**config.mk**
```make
export PLATFORM = sky130hd
export DESIGN_NAME = clock_sel_arbiter
export DESIGN_NICKNAME = d
export VERILOG_FILES = /design/src/rtl/clock_sel_arbiter.sv
export SDC_FILE = /design/constraint.sdc
export NUM_CORES = 1
export LEC_CHECK = 0
export ABC_AREA = 0
export CELL_PAD_IN_SITES_DETAIL_PLACEMENT = 0
export CELL_PAD_IN_SITES_GLOBAL_PLACEMENT = 1
export CORE_ASPECT_RATIO = 1.2
export CORE_UTILIZATION = 39
export CTS_CLUSTER_DIAMETER = 150
export DETAILED_ROUTE_END_ITERATION = 6
export PLACE_DENSITY = 0.82
export SYNTH_ARGS = -nofsm -noshare
export SYNTH_HDL_FRONTEND = slang
export SYNTH_SLANG_ARGS = --single-unit
```
**constraint.sdc**
```tcl
create_clock -name clk_in_i -period 2 [get_ports clk_in_i]
set_clock_uncertainty 0.1 [all_clocks]
set_input_delay 0.2 -clock clk_in_i [delete_from_list [all_inputs] [get_ports clk_in_i]]
set_output_delay 0.2 -clock clk_in_i [all_outputs]
set_load 0.05 [all_outputs]
```
**src/rtl/clock_sel_arbiter.sv**
```systemverilog
// clock_sel_arbiter
//   Round-robin arbiter for polarity-change requests on a shared clock-polarity mux.
//   A request whose polarity matches the current select is granted immediately. A change
//   is sequenced as: gate off for GUARD_CYCLES, flip sel, gate off for GUARD_CYCLES more,
//   re-enable the gate together with the grant, then hold the new polarity for DWELL_CYCLES
//   before arbitrating again.
//   Optional feature: define SEL_LOCK_EN to add lock_i, which freezes arbitration in idle.
// Ports
//   clk_in_i        system clock, rising edge
//   rst_i           synchronous active-high reset
//   lock_i          (SEL_LOCK_EN only) 1 = no arbitration while idle
//   req_i           per-requester request, held until granted
//   req_pol_i       requested polarity per requester (0 = clk, 1 = inverted clk)
//   grant_o         one-hot single-cycle grant pulse, registered
//   sel_o           clock mux select, registered
//   clk_gate_en_o   downstream clock gate enable, registered
//   busy_o          high whenever a switch sequence is in progress
module clock_sel_arbiter #(
  parameter int unsigned NUM_REQ      = 2,
  parameter int unsigned GUARD_CYCLES = 2,
  parameter int unsigned DWELL_CYCLES = 8
) (
  input  logic               clk_in_i,
  input  logic               rst_i,
`ifdef SEL_LOCK_EN
  input  logic               lock_i,
`endif
  input  logic [NUM_REQ-1:0] req_i,
  input  logic [NUM_REQ-1:0] req_pol_i,
  output logic [NUM_REQ-1:0] grant_o,
  output logic               sel_o,
  output logic               clk_gate_en_o,
  output logic               busy_o
);

  localparam int unsigned IdxW   = $clog2(NUM_REQ);
  localparam int unsigned MaxCnt = (GUARD_CYCLES > DWELL_CYCLES) ? GUARD_CYCLES : DWELL_CYCLES;
  localparam int unsigned CntW   = $clog2(MaxCnt + 1);
  localparam logic [CntW-1:0] GuardLoad = CntW'(GUARD_CYCLES - 1);
  localparam logic [CntW-1:0] DwellLoad = CntW'(DWELL_CYCLES - 1);

  typedef enum logic [2:0] {StIdle, StGuardPre, StSwitch, StGuardPost, StDwell} state_e;

  state_e               state_q, state_d;
  logic [CntW-1:0]      cnt_q, cnt_d;
  logic [IdxW-1:0]      win_q, win_d;
  logic                 pol_q, pol_d;
  logic [IdxW-1:0]      rr_q, rr_d;
  logic [NUM_REQ-1:0]   grant_q, grant_d;
  logic                 sel_q, sel_d;
  logic                 gate_q, gate_d;

  logic                 lock_w;
  logic                 arb_found;
  logic [IdxW-1:0]      arb_idx;
  logic                 gnt_evt;
  logic [IdxW-1:0]      gnt_idx;

`ifdef SEL_LOCK_EN
  assign lock_w = lock_i;
`else
  assign lock_w = 1'b0;
`endif

  // Round-robin search starting at rr_q.
  always_comb begin
    int unsigned k;
    logic [IdxW-1:0] cand;
    k         = 0;
    cand      = '0;
    arb_found = 1'b0;
    arb_idx   = '0;
    for (int unsigned i = 0; i < NUM_REQ; i++) begin
      k = 32'(rr_q) + i;
      if (k >= NUM_REQ) k = k - NUM_REQ;
      cand = IdxW'(k);
      if (!arb_found && req_i[cand]) begin
        arb_found = 1'b1;
        arb_idx   = cand;
      end
    end
  end

  always_ff @(posedge clk_in_i) begin
    if (rst_i) begin
      state_q <= StIdle;
      cnt_q   <= '0;
      win_q   <= '0;
      pol_q   <= 1'b0;
      rr_q    <= '0;
      grant_q <= '0;
      sel_q   <= 1'b0;
      gate_q  <= 1'b1;
    end else begin
      state_q <= state_d;
      cnt_q   <= cnt_d;
      win_q   <= win_d;
      pol_q   <= pol_d;
      rr_q    <= rr_d;
      grant_q <= grant_d;
      sel_q   <= sel_d;
      gate_q  <= gate_d;
    end
  end

  // Next-state: phase counters reload on each phase entry and count down to zero.
  always_comb begin
    state_d = state_q;
    cnt_d   = cnt_q;
    win_d   = win_q;
    pol_d   = pol_q;
    rr_d    = rr_q;
    gnt_evt = 1'b0;
    gnt_idx = win_q;
    unique case (state_q)
      StIdle: begin
        if (!lock_w && arb_found) begin
          if (req_pol_i[arb_idx] == sel_q) begin
            gnt_evt = 1'b1;
            gnt_idx = arb_idx;
          end else begin
            state_d = StGuardPre;
            cnt_d   = GuardLoad;
            win_d   = arb_idx;
            pol_d   = req_pol_i[arb_idx];
          end
        end
      end
      StGuardPre: begin
        if (cnt_q == '0) state_d = StSwitch;
        else             cnt_d   = cnt_q - CntW'(1);
      end
      StSwitch: begin
        state_d = StGuardPost;
        cnt_d   = GuardLoad;
      end
      StGuardPost: begin
        if (cnt_q == '0) begin
          state_d = StDwell;
          cnt_d   = DwellLoad;
          gnt_evt = 1'b1;
        end else begin
          cnt_d = cnt_q - CntW'(1);
        end
      end
      StDwell: begin
        if (cnt_q == '0) state_d = StIdle;
        else             cnt_d   = cnt_q - CntW'(1);
      end
      default: state_d = StIdle;
    endcase
    // Pointer advances only when the grant is actually issued.
    if (gnt_evt) begin
      rr_d = (gnt_idx == IdxW'(NUM_REQ - 1)) ? '0 : gnt_idx + IdxW'(1);
    end
  end

  // Outputs: registered next values derived from the transition being taken.
  always_comb begin
    sel_d   = sel_q;
    grant_d = '0;
    if (state_q == StGuardPre && state_d == StSwitch) sel_d = pol_q;
    // Gate is off throughout pre-guard, switch and post-guard, so sel only moves while gated.
    gate_d  = !(state_d inside {StGuardPre, StSwitch, StGuardPost});
    if (gnt_evt) grant_d[gnt_idx] = 1'b1;
  end

  assign grant_o       = grant_q;
  assign sel_o         = sel_q;
  assign clk_gate_en_o = gate_q;
  assign busy_o        = (state_q != StIdle);

endmodule

```
* Yosys cells after proc, flatten, opt, wreduce, memory -nomap -nowiden
Index checks and enable logic that the tools add are counted.
W data, S select, Z words.
** Word-level totals
- Register bits :: 14
- Bits of input ports :: 6
- Output and inout port bits :: 5
- Logic and storage cells :: 80
** Cells by class
- $add $sub $neg :: 5
- Magnitude comparators :: 7
- Equal/unequal tests :: 11
- Multiplexer cells :: 33
- Bitwise operators :: 2
- Reduce and logical (&&, ||, !) cells :: 14
** Operators with widths (number)
- $mux W1 :: 20
- $mux W4 :: 4
- $pmux W4 S4 :: 1
- $mux W3 :: 5
- $pmux W3 S5 :: 1
- $eq A3 B2 Y1 const B :: 4
- $lt A1 B2 Y1 const B :: 4
- $eq A3 B1 Y1 const B :: 2
- $ne A2 B2 Y1 const B :: 3
- $reduce_bool A3 Y1 :: 2
- $logic_not A4 Y1 :: 1
- $reduce_and A4 Y1 :: 1
- $reduce_bool A4 Y1 :: 1
- $reduce_or A2 Y1 :: 2
- $sub A4 B1 Y4 const B :: 1
- $eq A3 B3 Y1 const B :: 1
- $logic_and A1 B1 Y1 :: 3
- $logic_not A3 Y1 :: 1
- $reduce_and A3 Y1 :: 1
- $add A1 B1 Y2 const B :: 1
- $ge A1 B2 Y1 const B :: 1
- $ge A2 B2 Y1 const B :: 1
- $logic_not A1 Y1 :: 2
- $not A1 Y1 :: 2
- 6 further kinds :: 7

* Depth between registers and ports, before layout
- Word-level depth :: 18
- Depth in mapped cells :: 7

* Worst setup path before layout
Ideal clock, no wire load.
- Path kind :: flip-flop to flip-flop
- Start point :: register sel_q, in the netlist sel_o
- End point :: register cnt_q[2]
- Setup time :: 0.117 ns
- Arrival time :: 1.766 ns
- Setup slack :: 0.017 ns
- Cell stages (with the launch flop) :: 7
- Path buffers :: 1
- Period minus slack after synthesis :: 1.983 ns
- Cell sequence :: dfxtp_1 buf_4 xor2_1 a32oi_1 o311ai_4 o21ai_1 a32o_1
** On the way
- Word-level cells in the longest chain between the ends :: 3
** Ends and longest elaborated chain
- start: declaration :: line 50 : logic sel_q, sel_d;
- start signal: assignment :: line 101 : sel_q <= sel_d;
- $eq A1 B1 Y1 :: line 118 : if (req_pol_i[arb_idx] == sel_q) begin
- $ne A2 B2 Y1 (no line)
- $reduce_and A4 Y1 (no line)
- end signal: assignment :: line 96 : cnt_q <= cnt_d;
- end: declaration :: line 45 : logic [CntW-1:0] cnt_q, cnt_d;
Every way passes these cells.
A chain may end at the register's enable or synchronous reset.

* Worst setup path in the final report
- Start point :: register sel_q, in the netlist sel_o
- End point :: output sel_o
** RTL lines
- end: declaration :: line 31 : output logic sel_o,
No word-level cell between the ends.

==> reports/metrics.cfg <==
[layout]
area_growth_pct = 20.57
final_cell_area_um2 = 997.2
nFillCells = 188
num-nets-final = 117
antenna-diode-count = 0
fin_util_pct = 52.09
drive_above_1_share_pct = 17.59

[synthesis]
synth.net_count = 99
syn_inst = 92
yosys-top-cells-area = dfxtp_1 34%, a21oi_1 3.6%, nand2_1 3.6%
syn_area_um2 = 827.0
synth_compound_area_share_pct = 30.11
synthAdderAreaFrac_pct = 1.513
synthSimpleGateAreaFrac_pct = 25.26
async_reset_ff_share_pct = 0
synth_seq_cells = 14
synth_xor_area_share_pct = 3.177
synth.area.mux_share_pct = 2.421
ys_types = 43
synth_warnings = 0
synth-edff-count = 0
yosysTopAreaCell = dfxtp_1
ys_seq_area_share_pct = 33.89
yosys-top-cells-count = 14 x dfxtp_1, 8 x nand2_1, 6 x a21oi_1, 6 x nor2_1
synth_top_area_share_pct = 33.89
synth.avg_cell_area_um2 = 8.990
synth_top_family_by_area = compound AO/OA/AOI/OAI gates
synth.most_common_cell = dfxtp_1
ys.flop_type = dfxtp_1

[timing]
hold_viol_final = 0
fmax_mhz = 518.7
worst_slew_pin_slew_ns = 0.4971
finalSetupViolCount = 0
rsz0062_at_grt = no
final.period_utilization_pct = 96.40
max-slew-margin-rel_pct = 66.75
slew_violations = 0
fin_crit_ns = 1.928

[detailed_routing]
drtIter0Drc = 15
wire_per_inst_um = 13.30
first_pass_iters = 6
wl_um = 1689
ant_nets = 0
dr_total_vias = 723
avgViaCountPerCell = 5.693
drcViolationCount = 0

[grt]
antenna_found_initial = 0
grt_pass1_vias = 708
grt_max_degree = 11
grt_pass1_wl_um = 3084
grt.total_usage_pct = 18.05
grt.overflow.total = 0

[setup_path]
cp-end-kind = primary output
crit_path_max_fanout = 9
path_delay_family = buffers and inverters
path_cells = clkdlybuf4s50_1
cp-start-kind = flop
cp_data_required_time_ns = 1.70
critPathBufInv = 1
crit_slowest_cell = clkdlybuf4s50_1
critPathKind = reg2out
arrival_ns = 1.63
cpPeakStageDelay_ns = 0.87

[clock_network]
cts_setup_buffers = 0
clock-sinks = 14
clk_pin_slew_ns = 0.08
h-tree-depth = 1
cts-hold-fix-buffers = 0
cts-resized-gates = 0
numCtsBuffers = 3
ctsRootBufferMaster = clkbuf_4
clock_latency_ns = 0.27
cts_tree = built
clockBufferDepth = 2

[die]
die_area_um2 = 2309
num_io_pins = 11
core-area_um2 = 1914
core.rowCount = 17
die_width_um = 44.04
initial_core_util_pct = 43.20
die_h_um = 52.45

[placement]
dp_hpwl_um = 1339
place.gp.congestion = 0.8794
post_dp_cell_area_um2 = 974.7
io_buffers = 10

[hold_path]
hp-class = reg2reg

[power_and_ir_drop]
peakVddDrop_v = 0.0008547
power_density_nw_per_um2 = 1539
finalPower_w = 0.001535
power.static_leakage_nw = 0.4146

[run_status]
status = finished, final reports clean

[flow_run]
maxCapViolations = 0

-- cell usage in the layout, fill, tap and decap left out, drive strengths merged --
| master | n |
|---|---|
| ha | 1 |
| xor2 | 3 |
| mux2i | 2 |
| o21ai | 4 |
| nor3 | 3 |
| a32oi | 1 |
| nand3b | 1 |
| o211a | 2 |
| o311ai | 2 |
| a21boi | 3 |
| o31a | 1 |
| a221o | 1 |
| nand2b | 2 |
| nor3b | 2 |
| nor2b | 1 |
| buf | 6 |
| inv | 5 |
| o31ai | 2 |
| a21bo | 1 |
| a221oi | 1 |
| o21bai | 1 |
| or3b | 1 |
| o211ai | 2 |
| clkdlybuf4s50 | 9 |
| o32ai | 1 |
| a21oi | 6 |
| nand3 | 5 |
| clkbuf | 3 |
| or3 | 2 |
| nor4b | 1 |
| dfxtp | 14 |
| and3 | 1 |
| nor2 | 6 |
| or2 | 3 |
| nand2 | 8 |
| a32o | 1 |
-- metrics by stage --
stage	hold WS [ns]	setup slack [ns]	TNS [ns]	cells
after floorplan	0.2048	0.01699	0	92
after global placement	0.3753	-0.03788	-0.03788	124
after detailed placement	0.3774	-0.03465	-0.03465	124
after global routing	0.4216	0.01387	0	127
final	0.3837	0.07207	0	127
after CTS	0.3895	0.05613	0	127
-- where the power goes --
group	leakage (nW)	internal [W]	total [W]	switching [W]
Clock	0.0138	0.0000696	0.000155	0.0000854
Combinational	0.286	0.000416	0.000921	0.000505
Sequential	0.115	0.000367	0.000459	0.0000916
Total	0.415	0.000853	0.00153	0.000682
-- registers in the layout (all words and copies together) (netlist names) --
register       flops
win_q              1
grant_o            2
sel_o              1
pol_q              1
clk_gate_en_o      1
cnt_q              4
rr_q               1
state_q            3
-- worst paths after layout --
check | depth (start not counted) | end | slack (ns) | from
setup / recovery | 1 | sel_o | 0.07 | sel_o
hold / removal | 2 | pol_q | 0.38 | pol_q
setup reg to reg | 7 | cnt_q[1] | 0.13 | cnt_q[0]
hold reg to reg | 2 | pol_q | 0.38 | pol_q
-- final cells by class --
type                    instances  area (um^2)  share of cell area (%)
inverters                       5        18.77                   1.882
multi-input cells              71        516.7                   51.82
flip-flops and latches         14        280.3                   28.11
repair buffers                 15        135.1                   13.55
well taps                      19        23.77                   2.384
clock buffers                   3        22.52                   2.258
-- cell families after synthesis --
kind of cell / count (synthesis)
AO/OA/AOI/OAI: 29
multiplexers: 2
XOR/XNOR: 3
flip-flops: 14
adder cells (fa/ha/maj): 1
buffers and inverters: 7
AND/OR/NAND/NOR: 36
-- layer usage --
layer	vias up	wire (um)	track usage, %
met5	-	0	0
met4	0	19	9.091
met3	2	25	2.069
met2	11	873	30.64
met1	333	770	22.06
li1	377	-	-
Power figures use the tool's default switching activity.
